### config.mk
export PLATFORM = sky130hd
export DESIGN_NAME = spmmio_uart
export DESIGN_NICKNAME = d
export VERILOG_FILES = /design/src/rtl/spmmio_uart.sv
export SDC_FILE = /design/constraint.sdc
export NUM_CORES = 1
export LEC_CHECK = 0
export ABC_AREA = 1
export BUFFER_PORTS_ARGS = -buffer_cell sky130_fd_sc_hd__buf_2
export CAP_MARGIN = 40
export CORE_MARGIN = 5
export CORE_UTILIZATION = 60
export DETAILED_ROUTE_END_ITERATION = 16
export GPL_TIMING_DRIVEN = 0
export PLACE_DENSITY = 0.78
export SYNTH_ARGS = -nofsm -noshare
export SYNTH_HDL_FRONTEND = slang
export SYNTH_SLANG_ARGS = --single-unit
### constraint.sdc
create_clock -name clk -period 6.2 [get_ports clk]
set_input_delay 1.24 -clock clk [delete_from_list [all_inputs] [get_ports clk]]
set_output_delay 1.24 -clock clk [all_outputs]
set_load 0.02 [all_outputs]
### src/rtl/spmmio_uart.sv
`default_nettype none
// ============================================================================
// Module   : spmmio_uart
// Brief    : Memory-mapped 8N1 UART with TX/RX FIFOs, baud divisor,
//            sticky error flags and a level RX interrupt.
// Revision : 1.0 - initial release
// ============================================================================
module spmmio_uart #(
    parameter int FIFO_LOG2 = 4,
    parameter int DIV_RESET = 433
) (
    input  logic        clk,
    input  logic        reset,
    input  logic [0:3]  adr,
    input  logic        cs,
    input  logic [0:3]  sel,
    input  logic        we,
    input  logic [0:31] d,
    output logic [0:31] q,
    output logic        uart_txd,
    input  logic        uart_rxd,
    output logic        irq
);

    localparam int                   c_DEPTH    = 1 << FIFO_LOG2;
    localparam logic [FIFO_LOG2:0]   c_CNT_FULL = {1'b1, {FIFO_LOG2{1'b0}}};
    localparam logic [FIFO_LOG2:0]   c_CNT_ONE  = {{FIFO_LOG2{1'b0}}, 1'b1};
    localparam logic [FIFO_LOG2-1:0] c_PTR_ONE  = c_CNT_ONE[FIFO_LOG2-1:0];

    localparam logic [1:0] c_S_IDLE  = 2'd0;
    localparam logic [1:0] c_S_START = 2'd1;
    localparam logic [1:0] c_S_DATA  = 2'd2;
    localparam logic [1:0] c_S_STOP  = 2'd3;

    // ------------------------------------------------------------------
    // Bus decode
    // ------------------------------------------------------------------
    logic       w_wr;
    logic       w_rd;
    logic [7:0] w_wbyte;
    logic       w_stat_wr;

    assign w_wr      = cs & we;
    assign w_rd      = cs & ~we;
    assign w_wbyte   = d[24:31];
    assign w_stat_wr = w_wr && (adr == 4'd1) && sel[0];

    // ------------------------------------------------------------------
    // Configuration registers
    // ------------------------------------------------------------------
    logic [15:0] r_div;
    logic        r_loop;
    logic [16:0] w_div_p1;
    logic [15:0] w_div_half;

    assign w_div_p1   = {1'b0, r_div} + 17'd1;
    assign w_div_half = w_div_p1[16:1];

    always_ff @(posedge clk) begin
        if (reset) begin
            r_div  <= 16'(DIV_RESET);
            r_loop <= 1'b0;
        end else begin
            if (w_wr && (adr == 4'd2)) begin
                if (sel[2]) r_div[15:8] <= d[16:23];
                if (sel[3]) r_div[7:0]  <= d[24:31];
            end
            if (w_wr && (adr == 4'd3) && sel[3]) r_loop <= d[31];
        end
    end

    // ------------------------------------------------------------------
    // TX FIFO
    // ------------------------------------------------------------------
    logic [7:0]           r_tx_mem [c_DEPTH];
    logic [FIFO_LOG2-1:0] r_tx_wp;
    logic [FIFO_LOG2-1:0] r_tx_rp;
    logic [FIFO_LOG2:0]   r_tx_cnt;
    logic                 w_tx_push_req;
    logic                 w_tx_push;
    logic                 w_tx_pop;
    logic                 w_tx_full;
    logic                 w_tx_empty;
    logic                 w_txovf_set;
    logic [7:0]           w_tx_head;

    assign w_tx_push_req = w_wr && (adr == 4'd0) && sel[3];
    assign w_tx_full     = (r_tx_cnt == c_CNT_FULL);
    assign w_tx_empty    = (r_tx_cnt == '0);
    assign w_tx_push     = w_tx_push_req && (!w_tx_full || w_tx_pop);
    assign w_txovf_set   = w_tx_push_req && w_tx_full && !w_tx_pop;
    assign w_tx_head     = r_tx_mem[r_tx_rp];

    always_ff @(posedge clk) begin
        if (w_tx_push) r_tx_mem[r_tx_wp] <= w_wbyte;
    end

    always_ff @(posedge clk) begin
        if (reset) begin
            r_tx_wp  <= '0;
            r_tx_rp  <= '0;
            r_tx_cnt <= '0;
        end else begin
            if (w_tx_push) r_tx_wp <= r_tx_wp + c_PTR_ONE;
            if (w_tx_pop)  r_tx_rp <= r_tx_rp + c_PTR_ONE;
            if (w_tx_push && !w_tx_pop)      r_tx_cnt <= r_tx_cnt + c_CNT_ONE;
            else if (w_tx_pop && !w_tx_push) r_tx_cnt <= r_tx_cnt - c_CNT_ONE;
        end
    end

    // ------------------------------------------------------------------
    // TX state machine
    // ------------------------------------------------------------------
    logic [1:0]  r_tx_state, w_tx_state_nxt;
    logic [15:0] r_tx_timer, w_tx_timer_nxt;
    logic [7:0]  r_tx_shift, w_tx_shift_nxt;
    logic [2:0]  r_tx_bit,   w_tx_bit_nxt;
    logic        r_txd,      w_txd_nxt;

    always_ff @(posedge clk) begin
        if (reset) begin
            r_tx_state <= c_S_IDLE;
            r_tx_timer <= '0;
            r_tx_shift <= '0;
            r_tx_bit   <= '0;
            r_txd      <= 1'b1;
        end else begin
            r_tx_state <= w_tx_state_nxt;
            r_tx_timer <= w_tx_timer_nxt;
            r_tx_shift <= w_tx_shift_nxt;
            r_tx_bit   <= w_tx_bit_nxt;
            r_txd      <= w_txd_nxt;
        end
    end

    always_comb begin
        w_tx_state_nxt = r_tx_state;
        w_tx_timer_nxt = r_tx_timer;
        w_tx_shift_nxt = r_tx_shift;
        w_tx_bit_nxt   = r_tx_bit;
        w_txd_nxt      = r_txd;
        w_tx_pop       = 1'b0;
        case (r_tx_state)
            c_S_IDLE: begin
                if (!w_tx_empty) begin
                    w_tx_pop       = 1'b1;
                    w_tx_shift_nxt = w_tx_head;
                    w_txd_nxt      = 1'b0;
                    w_tx_timer_nxt = r_div;
                    w_tx_state_nxt = c_S_START;
                end
            end
            c_S_START: begin
                if (r_tx_timer == '0) begin
                    w_txd_nxt      = r_tx_shift[0];
                    w_tx_bit_nxt   = 3'd0;
                    w_tx_timer_nxt = r_div;
                    w_tx_state_nxt = c_S_DATA;
                end else begin
                    w_tx_timer_nxt = r_tx_timer - 16'd1;
                end
            end
            c_S_DATA: begin
                if (r_tx_timer == '0) begin
                    w_tx_timer_nxt = r_div;
                    if (r_tx_bit == 3'd7) begin
                        w_txd_nxt      = 1'b1;
                        w_tx_state_nxt = c_S_STOP;
                    end else begin
                        w_tx_shift_nxt = {1'b0, r_tx_shift[7:1]};
                        w_txd_nxt      = r_tx_shift[1];
                        w_tx_bit_nxt   = r_tx_bit + 3'd1;
                    end
                end else begin
                    w_tx_timer_nxt = r_tx_timer - 16'd1;
                end
            end
            c_S_STOP: begin
                if (r_tx_timer == '0) begin
                    // Chain straight into the next start bit when more data waits
                    if (!w_tx_empty) begin
                        w_tx_pop       = 1'b1;
                        w_tx_shift_nxt = w_tx_head;
                        w_txd_nxt      = 1'b0;
                        w_tx_timer_nxt = r_div;
                        w_tx_state_nxt = c_S_START;
                    end else begin
                        w_tx_state_nxt = c_S_IDLE;
                    end
                end else begin
                    w_tx_timer_nxt = r_tx_timer - 16'd1;
                end
            end
            default: w_tx_state_nxt = c_S_IDLE;
        endcase
    end

    // ------------------------------------------------------------------
    // RX input synchroniser and edge detect
    // ------------------------------------------------------------------
    logic w_rx_in;
    logic r_rx_sync1;
    logic r_rx_sync2;
    logic r_rx_prev;
    logic w_rx_fall;

    assign w_rx_in   = r_loop ? r_txd : uart_rxd;
    assign w_rx_fall = r_rx_prev & ~r_rx_sync2;

    always_ff @(posedge clk) begin
        if (reset) begin
            r_rx_sync1 <= 1'b1;
            r_rx_sync2 <= 1'b1;
            r_rx_prev  <= 1'b1;
        end else begin
            r_rx_sync1 <= w_rx_in;
            r_rx_sync2 <= r_rx_sync1;
            r_rx_prev  <= r_rx_sync2;
        end
    end

    // ------------------------------------------------------------------
    // RX FIFO
    // ------------------------------------------------------------------
    logic [7:0]           r_rx_mem [c_DEPTH];
    logic [FIFO_LOG2-1:0] r_rx_wp;
    logic [FIFO_LOG2-1:0] r_rx_rp;
    logic [FIFO_LOG2:0]   r_rx_cnt;
    logic                 w_rx_push_req;
    logic                 w_rx_push;
    logic                 w_rx_pop;
    logic                 w_rx_full;
    logic                 w_rx_empty;
    logic                 w_rxovr_set;
    logic                 w_ferr_set;
    logic [7:0]           w_rx_head;

    assign w_rx_full   = (r_rx_cnt == c_CNT_FULL);
    assign w_rx_empty  = (r_rx_cnt == '0);
    assign w_rx_pop    = w_rd && (adr == 4'd0) && sel[3] && !w_rx_empty;
    assign w_rx_push   = w_rx_push_req && (!w_rx_full || w_rx_pop);
    assign w_rxovr_set = w_rx_push_req && w_rx_full && !w_rx_pop;
    assign w_rx_head   = w_rx_empty ? 8'h00 : r_rx_mem[r_rx_rp];

    // ------------------------------------------------------------------
    // RX state machine
    // ------------------------------------------------------------------
    logic [1:0]  r_rx_state, w_rx_state_nxt;
    logic [15:0] r_rx_timer, w_rx_timer_nxt;
    logic [7:0]  r_rx_shift, w_rx_shift_nxt;
    logic [2:0]  r_rx_bit,   w_rx_bit_nxt;

    always_ff @(posedge clk) begin
        if (w_rx_push) r_rx_mem[r_rx_wp] <= r_rx_shift;
    end

    always_ff @(posedge clk) begin
        if (reset) begin
            r_rx_wp  <= '0;
            r_rx_rp  <= '0;
            r_rx_cnt <= '0;
        end else begin
            if (w_rx_push) r_rx_wp <= r_rx_wp + c_PTR_ONE;
            if (w_rx_pop)  r_rx_rp <= r_rx_rp + c_PTR_ONE;
            if (w_rx_push && !w_rx_pop)      r_rx_cnt <= r_rx_cnt + c_CNT_ONE;
            else if (w_rx_pop && !w_rx_push) r_rx_cnt <= r_rx_cnt - c_CNT_ONE;
        end
    end

    always_ff @(posedge clk) begin
        if (reset) begin
            r_rx_state <= c_S_IDLE;
            r_rx_timer <= '0;
            r_rx_shift <= '0;
            r_rx_bit   <= '0;
        end else begin
            r_rx_state <= w_rx_state_nxt;
            r_rx_timer <= w_rx_timer_nxt;
            r_rx_shift <= w_rx_shift_nxt;
            r_rx_bit   <= w_rx_bit_nxt;
        end
    end

    always_comb begin
        w_rx_state_nxt = r_rx_state;
        w_rx_timer_nxt = r_rx_timer;
        w_rx_shift_nxt = r_rx_shift;
        w_rx_bit_nxt   = r_rx_bit;
        w_rx_push_req  = 1'b0;
        w_ferr_set     = 1'b0;
        case (r_rx_state)
            c_S_IDLE: begin
                // Half a bit period puts later samples near mid-bit
                if (w_rx_fall) begin
                    w_rx_timer_nxt = w_div_half;
                    w_rx_state_nxt = c_S_START;
                end
            end
            c_S_START: begin
                if (r_rx_timer == '0) begin
                    if (!r_rx_sync2) begin
                        w_rx_timer_nxt = r_div;
                        w_rx_bit_nxt   = 3'd0;
                        w_rx_state_nxt = c_S_DATA;
                    end else begin
                        w_rx_state_nxt = c_S_IDLE;
                    end
                end else begin
                    w_rx_timer_nxt = r_rx_timer - 16'd1;
                end
            end
            c_S_DATA: begin
                if (r_rx_timer == '0) begin
                    w_rx_shift_nxt = {r_rx_sync2, r_rx_shift[7:1]};
                    w_rx_timer_nxt = r_div;
                    if (r_rx_bit == 3'd7) w_rx_state_nxt = c_S_STOP;
                    else                  w_rx_bit_nxt   = r_rx_bit + 3'd1;
                end else begin
                    w_rx_timer_nxt = r_rx_timer - 16'd1;
                end
            end
            c_S_STOP: begin
                if (r_rx_timer == '0) begin
                    if (r_rx_sync2) w_rx_push_req = 1'b1;
                    else            w_ferr_set    = 1'b1;
                    w_rx_state_nxt = c_S_IDLE;
                end else begin
                    w_rx_timer_nxt = r_rx_timer - 16'd1;
                end
            end
            default: w_rx_state_nxt = c_S_IDLE;
        endcase
    end

    // ------------------------------------------------------------------
    // Sticky flags: a set in the same cycle as a clear wins
    // ------------------------------------------------------------------
    logic r_rxovr;
    logic r_ferr;
    logic r_txovf;

    always_ff @(posedge clk) begin
        if (reset) begin
            r_rxovr <= 1'b0;
            r_ferr  <= 1'b0;
            r_txovf <= 1'b0;
        end else begin
            r_rxovr <= w_rxovr_set | (r_rxovr & ~(w_stat_wr & d[3]));
            r_ferr  <= w_ferr_set  | (r_ferr  & ~(w_stat_wr & d[4]));
            r_txovf <= w_txovf_set | (r_txovf & ~(w_stat_wr & d[5]));
        end
    end

    // ------------------------------------------------------------------
    // Read mux (numeric bit 31 is the bus MSB q[0])
    // ------------------------------------------------------------------
    logic [31:0] w_q;
    logic        w_tx_idle;

    assign w_tx_idle = w_tx_empty && (r_tx_state == c_S_IDLE);

    always_comb begin
        w_q = '0;
        case (adr)
            4'd0: begin
                w_q[31]  = !w_rx_empty;
                w_q[7:0] = w_rx_head;
            end
            4'd1: begin
                w_q[31]    = !w_rx_empty;
                w_q[30]    = w_tx_full;
                w_q[29]    = w_tx_idle;
                w_q[28]    = r_rxovr;
                w_q[27]    = r_ferr;
                w_q[26]    = r_txovf;
                w_q[23:16] = 8'(r_rx_cnt);
                w_q[15:8]  = 8'(r_tx_cnt);
            end
            4'd2:    w_q[15:0] = r_div;
            4'd3:    w_q[0]    = r_loop;
            default: w_q = '0;
        endcase
    end

    assign q        = w_q;
    assign uart_txd = r_txd;
    assign irq      = !w_rx_empty;

    logic w_unused;
    assign w_unused = ^{d[0:2], d[6:15], sel[1], w_div_p1[0]};

endmodule
`default_nettype wire
Word-level counts from Yosys, hierarchy flattened

Memory sizes are Yosys's and may differ from the RTL's. A register that Yosys moved wholly into a read port is not among the register bits.
Cells that the tools add are included.

Equality and inequality tests: 28
Multiplexer cells: 73
Reductions and logical operators: 54
Add/subtract/negate cells: 13
Bitwise operators: 17

Operators with widths:

| cell                                                                 | count |
|---|---|
| 16-bit 2-to-1 mux                                                    | 8 |
| 16-bit case mux with 4 select lines                                  | 1 |
| 16-bit case mux with 3 select lines                                  | 1 |
| 8-bit 2-to-1 mux                                                     | 5 |
| 16-bit zero test                                                     | 2 |
| 16-bit by 1-bit subtractor with 16-bit output, second input constant | 2 |
| 5-bit 2-to-1 mux                                                     | 6 |
| 2-bit inequality test, second input constant                         | 14 |
| 8-bit case mux with 3 select lines                                   | 1 |
| 2-bit 2-to-1 mux                                                     | 11 |
| 1-bit logical AND                                                    | 21 |
| 3-bit 2-to-1 mux                                                     | 7 |
| 1-bit 2-to-1 mux                                                     | 20 |
| 16-bit by 1-bit adder with 17-bit output, second input constant      | 1 |
| 4-bit by 1-bit adder with 4-bit output, second input constant        | 4 |
| 4-bit 2-to-1 mux                                                     | 4 |
| 2-bit case mux with 4 select lines                                   | 2 |
| 8-bit case mux with 2 select lines                                   | 1 |
| 5-bit AND reduction                                                  | 3 |
| 7-bit case mux with 2 select lines                                   | 1 |
| 3-bit case mux with 2 select lines                                   | 2 |
| 5-bit by 1-bit adder with 5-bit output, second input constant        | 2 |
| 5-bit equality test, second input constant                           | 2 |
| 5-bit zero test                                                      | 2 |
| 24 further kinds                                                     | 62 |

Memories kept: 2
Flip-flop bits (word level): 108
Logic and storage cells: 211
Output and inout bits: 34
Input port bits: 45
RAM bits: 256

Memory list:

| name     | depth | width | read ports | clocked after Yosys merged registers in | wr ports | line | source |
|---|---|---|---|---|---|---|---|
| r_rx_mem | 16    | 8     | 1          | 1                                       | 1        | 225  | `logic [7:0] r_rx_mem [c_DEPTH];` |
| r_tx_mem | 16    | 8     | 1          | 1                                       | 1        | 75   | `logic [7:0] r_tx_mem [c_DEPTH];` |

Longest topological paths before layout

Depth in word-level cells: 11
Depth in mapped cells: 20
Mapped depth without buffers: 20

Least setup slack after synthesis

OpenSTA, ideal clock, no wires.

Kind: input port to output port
From: input adr[0] (netlist name)
To: output q[22] (netlist name)
Cell stages on the path: 6
Data arrival time: 2476 ps
Path buffers: 1
Required time: 4960 ps
Slack: 2484 ps
Cells stage by stage: nor2_1 inv_1 nor3_1 inv_1 clkbuf_1 o21ai_0

Longest elaborated chain between the ends: 2
Elaborated cells on any way between the ends: 3
Classes of those cells: eq/ne: 2; mux: 1

RTL lines:

| item                                                                                                             | line | source |
|---|---|---|
| start: declaration                                                                                               | 14   | `input logic [0:3] adr,` |
| 4-bit by 2-bit equality test with 1-bit output or 4-bit by 1-bit equality test with 1-bit output (tied branches) | 364  | `case (adr)` |
| 8-bit case mux with 2 select lines *                                                                             | 364  |  |
| end: declaration                                                                                                 | 19   | `output logic [0:31] q,` |

Mark *: on every way between the ends. The rest lies on a longest branch, timed or not.

Worst setup path after layout

From: input adr[0] (netlist name)
To: output q[25] (netlist name)

Longest elaborated chain between the ends: 2
Elaborated cells on any way between the ends: 3
Classes of those cells: eq/ne: 1; mux: 1; reduce/logical: 1

RTL lines:

| item                                                                              | line |
|---|---|
| 4-bit by 2-bit equality test with 1-bit output or 4-bit zero test (tied branches) | 364 |
| 7-bit case mux with 2 select lines *                                              | 364 |

Marks and branches as above.

==> flow_metrics.env <==
export IMPL_cap_violations=0
export IMPL_fin_setup_tns_ns=0
export IMPL_tightestPinTransition_ns=0.9262
export IMPL_grt_pass1_wl_um=75920
export IMPL_fp_dieH_um=182.1
export IMPL_wl_met3_um=4952
export IMPL_crit_buf_inv=5
export IMPL_routed_wl_um=48450
export IMPL_p_comb_share_pct=29.9
export IMPL_post_cts_resized=0
export IMPL_num_vias=14790
export IMPL_clock_latency_ns=0.54
export IMPL_synth_cell_types=50
export IMPL_relSlewSlack_pct=38.02
export IMPL_grt_start_max_net_pins=19
export IMPL_gp_congestion=0.9487
export IMPL_crit_chain="buf_2, nor2_1, inv_1, nor3_1, inv_1, clkbuf_1, o21ai_0, buf_2"
export IMPL_setup_ws_ns=1.606
export IMPL_drcViolationCount=0
export IMPL_avgSynthCellArea_um2=9.090
export IMPL_cts_buffers_inserted=40
export IMPL_power_switching_w=0.002778
export IMPL_viasPerCell=5.958
export IMPL_setup_viol=0
export IMPL_timing_final_crit_period_ns=4.594
export IMPL_synthXorXnorAreaFrac_pct=1.577
export IMPL_clkPwrFrac_pct=32.8
export IMPL_h_tree_depth=2
export IMPL_grt_ovfl_total=0
export IMPL_cts_tree="built"
export IMPL_cts_hold_buf=0
export IMPL_die_w_um=182.1
export IMPL_yosys_warnings=0
export IMPL_critPathMaxStageDelay_ns=0.40
export IMPL_sequentialPowerShare_pct=37.3
export IMPL_fin_nets=2144
export IMPL_avgRoutedWirePerCell_um=19.51
export IMPL_first_pass_iters=6
export IMPL_root_buffer="clkbuf_16"
export IMPL_p_int_w=0.005123
export IMPL_syn_inst=1955
export IMPL_met1_length_um=18690
export IMPL_cts_buffer_depth=3
export IMPL_crit_type="primary input to output pin"
export IMPL_fillers=2296
export IMPL_dr_wl_met2_um=22880
export IMPL_grtUsageTotal_pct=28.84
export IMPL_cp_required_ns=4.96
export IMPL_synth_compound_area_share_pct=12.76
export IMPL_yosysTopAreaCellShare_pct=43.26
export IMPL_yosys_area_top_type="edfxtp_1"
export IMPL_io_pins=79
export IMPL_synth_adder_area_share_pct=2.760
export IMPL_hold_class="register to register"
export IMPL_rows=63
export IMPL_finClkSkew_ns=0.01770
export IMPL_synth_top_family_by_area="simple AND/OR/NAND/NOR gates"
export IMPL_syn_area_mm2=0.01777
export IMPL_top_layer="met4"
export IMPL_cp_max_fo=10
export IMPL_start_kind="primary input"
export IMPL_grt_pass1_vias=14040
export IMPL_dpl_hpwl_um=33360
export IMPL_initial_core_util_pct=60.28
export IMPL_period_share_pct=74.10
export IMPL_antenna_found_initial=0
export IMPL_outcome="finished, final reports clean"
export IMPL_cp_slowest_cell="o21ai_0"
export IMPL_end_kind="output pin"
export IMPL_syn_to_final_growth_pct=12.63
export IMPL_rsz0062_at_grt="no"
export IMPL_irDropWorstVdd_mv=0.2447
export IMPL_p_per_area_mw_per_mm2=394.7
export IMPL_leakagePower_nw=7.852
export IMPL_drive_above_1_share_pct=10.51
export IMPL_num_antenna_cells=0
export IMPL_fmax_ghz=0.2177
export IMPL_p_total_w=0.007901
export IMPL_cp_top_family="buffers and inverters"
export IMPL_synthTopCellsByArea="edfxtp_1 (43%), dfxtp_1 (13%), nand2_1 (8.1%)"
export IMPL_synth_mux_area_share_pct=0
export IMPL_ant_nets=0
export IMPL_synth_yosys_seq_area_share_pct=56.33
export IMPL_clock_sinks=372
export IMPL_ys_ff_latch=372
export IMPL_core_mm2=0.02948
export IMPL_drv_slew=0
export IMPL_dieArea_mm2=0.03316
export IMPL_pre_cts_slack_ns=1.735
export IMPL_synth_simple_area_share_pct=19.74
export IMPL_drt_initial_drc_count=1637
export IMPL_switching_share_pct=35.17
export IMPL_critical_path_arrival_ns=3.35
export IMPL_hold_viol=0
export IMPL_cts_setup_buffers=0
export IMPL_clkTransAtPathRegs_ns=0.07
export IMPL_portBuffers=59
-- power by group through the flow --
stage	Sequential, W	Clock (W)	Combinational (W)
2_1_floorplan	0.00295	0	0.00174
3_3_place_gp	0.00299	0	0.00223
3_5_place_dp	0.00300	0	0.00229
4_1_cts	0.00295	0.00261	0.00232
5_1_grt	0.00297	0.00272	0.00264
6_report	0.00295	0.00259	0.00236
-- worst paths after layout --
check | startpoint | to | slack, ns | cells past startpoint
max | adr[0] | q[25] | 1.61 | 8
max reg2reg | r_tx_timer[0]$_SDFF_PP0_ | r_tx_cnt[4]$_SDFFE_PP0P_ | 2.92 | 20
min reg2reg | r_rx_sync1$_SDFF_PP1_ | r_rx_sync2$_SDFF_PP1_ | 0.41 | 1
min | r_rx_sync1$_SDFF_PP1_ | r_rx_sync2$_SDFF_PP1_ | 0.41 | 1
-- cell usage after synthesis, drive strengths merged --
library cell,n
conb,1
nand2,400
nor4,3
a21boi,1
a31oi,1
nand4,13
nor3,12
buf,44
dfxtp,116
xnor2,5
o31ai,4
o21a,1
nand3b,2
and2,1
a211oi,6
xor2,27
ha,36
o21ai,171
a21o,3
o21bai,1
o221ai,1
a21oi,157
nand3,191
or2,7
and3,1
fa,2
o211ai,52
edfxtp,256
o22ai,13
clkbuf,48
nor2,172
inv,205
clkinv,2
-- layer usage --
layer	GRT usage, %	vias up
met5	0	-
met1	38.69	6901
met2	47.65	870
li1	-	6876
met3	4.525	147
met4	11.17	0
-- state kept, by name, summed over array words and instances, names as in the netlist, 2 cells and up, named ones only --
signal	cells
r_rx_timer	16
r_tx_cnt	5
r_tx_rp	4
r_tx_state	2
r_tx_timer	16
r_tx_mem	128
r_rx_wp	4
r_rx_rp	4
r_div	16
r_tx_wp	4
r_rx_mem	128
r_tx_shift	8
r_rx_cnt	5
r_tx_bit	3
r_rx_shift	8
r_rx_bit	3
-- layout by cell type (no fill, tap or decap), types with 8 or more instances in the layout --
cell	count
nor2_1	155
o21ai_1	13
o22ai_1	13
nand2_1	385
clkbuf_1	49
buf_1	9
xor2_1	27
buf_2	83
nand2_2	12
edfxtp_1	256
inv_1	200
nand4_1	12
nor3_1	10
clkbuf_16	41
bufinv_16	8
a21oi_1	155
dfxtp_1	116
o21ai_0	155
nand3_1	187
ha_1	36
o211ai_1	52
nor2_2	10
-- metrics by stage --
stage          instances  hold slack (ns)  cell area [um^2]  util (%)
2_1_floorplan       1959           0.3895             17790         -
3_3_place_gp        2408           0.3958             18570     62.99
3_5_place_dp        2409           0.3951             18580     63.03
4_1_cts             2483           0.4103             20020     67.89
5_1_grt             2483           0.4285             20020     67.89
6_report            2483           0.4097             20020     67.89
-- area by class of cell --
class / instances / area (um^2) / share of cell area [%]
repair buffers: 60 / 306.5 / 1.532
clock buffers: 43 / 1044 / 5.213
well taps: 390 / 488.0 / 2.438
inverters: 207 / 780.7 / 3.901
flip-flops and latches: 372 / 10010 / 50.01
clock inverters: 31 / 391.6 / 1.957
plain buffers: 92 / 431.7 / 2.157
multi-input cells: 1288 / 6564 / 32.79
-- kinds of logic after synthesis --
kind of cell,after synthesis
and+or+nand+nor,802
AOI/OAI and AO/OA,411
DFF,372
buffers and inverters,299
adders and majority gates,38
xor gates and xnor gates,32
other,1
Power figures use the tool's default switching activity.
